File: config.mk
export PLATFORM = sky130hd
export DESIGN_NAME = multiword_add_ctrl
export DESIGN_NICKNAME = d
export VERILOG_FILES = /design/src/rtl/multiword_add_ctrl.sv
export SDC_FILE = /design/constraint.sdc
export NUM_CORES = 1
export LEC_CHECK = 0
export CAP_MARGIN = 20
export CORE_ASPECT_RATIO = 0.5
export CORE_MARGIN = 5
export CORE_UTILIZATION = 65
export DETAILED_ROUTE_END_ITERATION = 10
export DONT_BUFFER_PORTS = 1
export PLACE_DENSITY = 0.81
export SLEW_MARGIN = 5
export SYNTH_ARGS = -nofsm -noshare
export SYNTH_HDL_FRONTEND = slang
export SYNTH_SLANG_ARGS = --single-unit
export TNS_END_PERCENT = 5
File: constraint.sdc
create_clock -name clk -period 2.9 [get_ports clk]
set_input_delay 0.29 -clock clk [delete_from_list [all_inputs] [get_ports clk]]
set_output_delay 0.29 -clock clk [all_outputs]
set_load 0.005 [all_outputs]
File: src/rtl/multiword_add_ctrl.sv
// rtl/multiword_add_ctrl.sv - Arbitrated nibble-serial wide adder sequencer driving a shared external adder slice
module multiword_add_ctrl #(
    parameter  int SLICE_W    = 4,
    parameter  int NUM_SLICES = 4,
    localparam int OP_W       = SLICE_W * NUM_SLICES
) (
    input  logic              clk,
    input  logic              rst_n,
    input  logic              req0_valid,
    output logic              req0_ready,
    input  logic [OP_W-1:0]   req0_a,
    input  logic [OP_W-1:0]   req0_b,
    input  logic              req0_cin,
    input  logic              req1_valid,
    output logic              req1_ready,
    input  logic [OP_W-1:0]   req1_a,
    input  logic [OP_W-1:0]   req1_b,
    input  logic              req1_cin,
    output logic              res_valid,
    input  logic              res_ready,
    output logic [OP_W-1:0]   res_sum,
    output logic              res_cout,
    output logic              res_id,
    output logic [SLICE_W-1:0] slc_a,
    output logic [SLICE_W-1:0] slc_b,
    output logic              slc_cin,
    input  logic [SLICE_W-1:0] slc_sum,
    input  logic              slc_cout
);

    localparam int IDX_W = (NUM_SLICES > 1) ? $clog2(NUM_SLICES) : 1;
    localparam logic [IDX_W-1:0] LAST_IDX = IDX_W'(NUM_SLICES - 1);

    typedef enum logic [1:0] {IDLE, RUN, DONE} stateT;

    stateT            state;
    stateT            nextState;
    logic [OP_W-1:0]  opA;
    logic [OP_W-1:0]  opB;
    logic [OP_W-1:0]  sumReg;
    logic [IDX_W-1:0] idx;
    logic             carry;
    logic             ownerId;
    logic             lastGrant;
    logic             grant;
    logic             anyValid;

    always_ff @(posedge clk or negedge rst_n) begin
        if (!rst_n) begin
            state <= IDLE;
        end else begin
            state <= nextState;
        end
    end

    always_comb begin
        nextState  = state;
        anyValid   = req0_valid | req1_valid;
        // On a tie the requester that lost last time wins
        grant      = 1'b0;
        if (req0_valid && req1_valid) begin
            grant = ~lastGrant;
        end else if (req1_valid) begin
            grant = 1'b1;
        end
        req0_ready = 1'b0;
        req1_ready = 1'b0;
        slc_a      = '0;
        slc_b      = '0;
        slc_cin    = 1'b0;
        res_valid  = 1'b0;
        res_sum    = '0;
        res_cout   = 1'b0;
        res_id     = 1'b0;
        case (state)
            IDLE: begin
                req0_ready = anyValid && !grant;
                req1_ready = anyValid && grant;
                if (anyValid) begin
                    nextState = RUN;
                end
            end
            RUN: begin
                slc_a   = opA[idx*SLICE_W +: SLICE_W];
                slc_b   = opB[idx*SLICE_W +: SLICE_W];
                slc_cin = carry;
                if (idx == LAST_IDX) begin
                    nextState = DONE;
                end
            end
            DONE: begin
                res_valid = 1'b1;
                res_sum   = sumReg;
                res_cout  = carry;
                res_id    = ownerId;
                if (res_ready) begin
                    nextState = IDLE;
                end
            end
            default: nextState = IDLE;
        endcase
    end

    always_ff @(posedge clk or negedge rst_n) begin
        if (!rst_n) begin
            opA       <= '0;
            opB       <= '0;
            sumReg    <= '0;
            idx       <= '0;
            carry     <= 1'b0;
            ownerId   <= 1'b0;
            lastGrant <= 1'b1;
        end else begin
            case (state)
                IDLE: begin
                    if (anyValid) begin
                        opA       <= grant ? req1_a : req0_a;
                        opB       <= grant ? req1_b : req0_b;
                        carry     <= grant ? req1_cin : req0_cin;
                        idx       <= '0;
                        ownerId   <= grant;
                        lastGrant <= grant;
                    end
                end
                RUN: begin
                    // The slice answers combinationally in the same cycle
                    sumReg[idx*SLICE_W +: SLICE_W] <= slc_sum;
                    carry <= slc_cout;
                    idx   <= idx + 1'b1;
                end
                default: begin
                end
            endcase
        end
    end

endmodule

# Word-level counts from Yosys, hierarchy flattened
# Index checks and enable logic that the tools add are counted.
dict set report classes {
  n_addsub 2
  n_eq_ne 6
  n_reduce_logical 9
  shift 4
  bitwise 2
  mux 23
}
# op n
set op_table {}
lappend op_table {{$mux W16} 3}
lappend op_table {{$neg A4 Y34} 1}
lappend op_table {{$shift A4 B34 Y16 const A} 1}
lappend op_table {{$shiftx A4 B34 Y16} 1}
lappend op_table {{$shiftx A16 B5 Y4} 2}
lappend op_table {{$bwmux W16} 1}
lappend op_table {{$mux W1} 10}
lappend op_table {{$mux W2} 4}
lappend op_table {{$mux W4} 2}
lappend op_table {{$ne A2 B2 Y1 const B} 3}
lappend op_table {{$pmux W2 S3} 1}
lappend op_table {{$eq A2 B2 Y1 const B} 2}
lappend op_table {{$pmux W2 S2} 1}
lappend op_table {{$reduce_and A2 Y1} 2}
lappend op_table {{$logic_and A1 B1 Y1} 3}
lappend op_table {{$reduce_and A3 Y1} 1}
lappend op_table {{$add A2 B1 Y2 const B} 1}
lappend op_table {{$eq A2 B1 Y1 const B} 1}
lappend op_table {{$logic_not A2 Y1} 1}
lappend op_table {{$pmux W1 S2} 1}
lappend op_table {{$reduce_bool A2 Y1} 1}
lappend op_table {{$logic_not A1 Y1} 1}
lappend op_table {{$not A1 Y1} 1}
lappend op_table {{$or A1 B1 Y1} 1}
dict set report word_totals {
  input_bits 76
  output_inout_bits 30
  regBits 55
  wordCells 54
}

# Logic depth before layout (Yosys ltp)
dict set report logic_depth {
  ltp_word 5
  mapped_depth 7
  ltp_nobuf 5
}

# Least setup slack after synthesis
# No wires, ideal clock.
dict set report synth_path {
  path_kind {register to register}
  start {reg idx[1]}
  end {reg sumReg[12]}
  stages_incl_launch_ff 7
  path_buffers 1
  setup_time_ns 0.084
  arrival_time_ns 1.785
  required_time_ns 2.816
  path_slack_ns 1.031
  synth_period_minus_slack_ns 1.869
  cell_sequence {dfrtp_1 -> clkbuf_1 -> inv_1 -> ha_1 -> nor4b_1 -> nand2_1 -> o21ai_0}
}
dict set report synth_via {
  elab_chain_len 3
  elab_cells_between_ends 4
  classes_between {1 x add/sub; 2 x shift; 1 x mux}
}
# element line_no
set synth_lines {}
lappend synth_lines {{from (decl)} 41} ;# logic [IDX_W-1:0] idx;
lappend synth_lines {{from (signal assigned)} 129} ;# idx <= idx + 1'b1;
lappend synth_lines {{$neg A4 Y34 (*)} 127} ;# sumReg[idx*SLICE_W +: SLICE_W] <= slc_sum;
lappend synth_lines {{$shiftx A4 B34 Y16 or $shift A4 B34 Y16 (tied branches)} 127}
lappend synth_lines {{$bwmux W16 (*)} 127}
lappend synth_lines {{to (signal, indexed assignment)} 127}
lappend synth_lines {{to (decl)} 40} ;# logic [OP_W-1:0] sumReg;
# Mark *: on every way between the ends. The rest lies on a longest branch, timed or not.
# A chain may end at the register's enable or synchronous reset.

# Final worst setup path
dict set report layout_path {
  start {reg state[1]}
  end {out req0_ready}
}
dict set report layout_via {
  elab_chain_len 2
}
# element line_no
set layout_lines {}
lappend layout_lines {{from (decl)} 36} ;# stateT state;
lappend layout_lines {{from (signal assigned)} 52} ;# state <= nextState;
lappend layout_lines {{$logic_not A2 Y1} 75} ;# case (state)
lappend layout_lines {{$mux W1} 75}
lappend layout_lines {{to (decl)} 10} ;# output logic req0_ready,
# Every way passes these cells.

==> metrics.txt <==
count of final max-slew check failures=0; number of filler instances in the final layout=~340; Cell Pwr Density=a little over 1000 nW/um^2; logic depth of the worst path, buffers included=3; Synth top area share=0.464; endpoint class of the critical path=output pin; proportion of layout cells with a drive suffix above 1=0.206; Final Hold Violating Endpoints=0; sequential fraction of the synthesis area=0.473; Yosys Warn Count=0; syn_area_per_cell=between 10 and 15 um^2; Hold/Removal Path Class=in -> reg; routability-driven placement congestion ratio=0.753; number of synthesized register bits=55; CTS Root Buffer Type=clkbuf_8; post-layout instance area=3080 um^2; die area=6000 um^2; crit start category=flip-flop; area growth from synthesis to layout=5.67%; TritonCTS clock tree=built; cell with the largest stage delay on the worst path=and3_1; global-route usage over all layers=0.219; highest fanout seen on the critical path=22; leftover overflow at the end of global routing=0; startpoint of the worst register-to-register path=idx[1]; H-Tree Level Count=2; antenna viol nets, final=0; Synth Flop Type=dfrtp_1; routed via count=slightly below 2k; EDFF count, synth=0; R2R cell count=5; Synth area leaders=dfrtp_1 46%, a221o_1 6.9%, mux2_2 6.2%; Achievable Freq=about 460 MHz; most used standard cell by instance count after synthesis=dfrtp_1; number of vias per cell after detailed routing=6.51; Min Hold Slack=around 0.078 ns; Clk pin slew, worst setup/hold paths=approximately 0.10 ns; crit path cell chain=nor2_1 > buf_4 > and3_1; Hold Path Stages=1; number of instances resized during post-cts repair=0; IR Drop Worst-Case VDD=approximately 0.51 mV; core footprint=4360 um^2; buffers plus inverters on the worst setup path=1; delay of the slowest cell on the worst path=0.73 ns; worst slew margin relative to its limit=0.395; Arrival @ worst endpoint=approximately 1.9 ns; routed wire length=6320 um; family with the most delay on the worst path=simple AND/OR/NAND/NOR gates; Data required, critical path=around 2.6 ns; post-layout net count=323; met1 Track Usage GR=0.272; clk sink count=55; start point of the critical path=state[1]; Distinct cells, synth=32; run status=completed; most instantiated cells after synthesis=54 x dfrtp_1, 27 x and2_1, 21 x and3_1, 20 x a221o_1, 20 x nand2_1; cell row count=17; measured slew at the worst slew-check pin=0.907 ns; GR Layer Usage met2=0.374; total CTS buffers=5; met3 Usage GRT=0.0802; largest net degree at the start of global routing=56; initial standard-cell utilization of the core=0.667; worst-case clock skew=around 0.010 ns; fraction of registers with async set/reset=1.00; die span in y=57.3 um; chip width=roughly 100 um; wire length of the first global-routing pass=~10000 um; Final TNS setup=0 ns; maximum clock insertion buffer count=2; final worst-path cycle share=0.742; post-layout minimum cycle time=about 2.2 ns; LEAKAGE=0.00141 uW; global-route layer with the greatest usage=met2; count of max-cap constraint violations=0; Post-Syn Nets=~330; # DRC=0; Final HPWL DP=roughly 4700 um; via count of the first global-routing pass=approximately 2.1k; count of mapped cells out of synthesis=around 240; count of boundary I/O pins=between 100 and 150; Crit Path Category=reg -> out; initial antenna violation count=1; placed cell areas=between 2000 and 3000 um^2; Worst Hold Launch=res_ready; setup repair after global routing missed its margin=false; number of search-and-repair iterations in the first detailed-routing pass=4; biggest area consumer among synthesized cells=dfrtp_1; input/output buffers=0; post-synthesis instance area=2910 um^2; routed length per instance=between 20 and 25 um; Finish-stage setup viols=0; Iter 0 DRT Violations=roughly 110; insertion delay to the later sink of the worst-skew pair=just over 0.3 ns
-- cell families after synthesis --
group                    count (synthesis)  share of synthesized area
AND/OR/NAND/NOR                         83                      0.164
flip-flops                              55                      0.473
adder cells (fa/ha/maj)                  5                     0.0215
buffers and inverters                   20                     0.0353
multiplexers                            33                      0.169
AO/OA/AOI/OAI                           48                      0.137
-- cell usage in the layout, fill, tap and decap left out, types with 3 or more instances in the layout --
cell and instances:
nor3_1 3, a22o_1 9, mux2_4 8, clkbuf_8 7, nand2_1 20, buf_4 6
a221o_1 20, o21ai_0 13, and2_1 27, ha_1 5, and3_1 21, inv_1 3
mux2_2 16, dfrtp_1 54, mux4_2 8
-- worst reg2reg max path, delay by kind of cell (launching register included) --
family | cells | cell delay, ns
AND/OR/NAND/NOR | 2 | 0.68
flip-flops | 1 | 0.65
adder cells (fa/ha/maj) | 1 | 0.38
buffers and inverters | 1 | 0.18
AO/OA/AOI/OAI | 1 | 0.18
-- worst paths after layout --
path / end / slack, ns
max in group asynchronous: lastGrant / 2.13
hold / removal: state[1] / 0.08
setup / recovery: req0_ready / 0.75
hold reg to reg: sumReg[4] / 0.48
setup reg to reg: sumReg[12] / 0.75
min in group asynchronous: opA[12] / 0.50
-- through the flow --
| stage | worst slack (ns) | util | power, uW | std cells |
|---|---|---|---|---|
| 2_1_floorplan | 1.03 | - | 2440 | 244 |
| 3_3_place_gp | 0.957 | 0.673 | 2660 | 290 |
| 3_5_place_dp | 0.788 | 0.673 | 2740 | 290 |
| 4_1_cts | 0.746 | 0.705 | 3220 | 300 |
| 5_1_grt | 0.486 | 0.705 | 3420 | 301 |
| 6_report | 0.747 | 0.705 | 3190 | 301 |
-- area by class of cell --
class                   count  area (um^2)  share of cell area
flip-flops and latches     55         1380               0.448
inverters                   3         11.3             0.00366
multi-input cells         169         1430               0.465
repair buffers              8         82.6              0.0269
clock buffers               8          100              0.0325
diodes                      1         2.50            0.000814
well taps                  57         71.3              0.0232
-- flip-flops by register name, summed over array words and instances, names as in the netlist --
name	flops
sumReg	16
lastGrant	1
opB	16
ownerId	1
state	2
opA	16
carry	1
idx	2
-- what timing repair did --
item                      CTS  global route
hold endpoints to repair   55             0
setup buffers               0             0
hold buffers                2             0
-- where the power goes --
part | internal, uW | switching (uW) | total [uW]
logic | 722 | 627 | 1350
registers | 1130 | 254 | 1390
clock network | 218 | 240 | 458
-- per-layer routing --
metal  share of wire  wire [um]
met1            0.41       2610
met2            0.49       3120
met3           0.081        514
met4           0.012         74
met5               0          0
(Power assumes the default switching activity.)
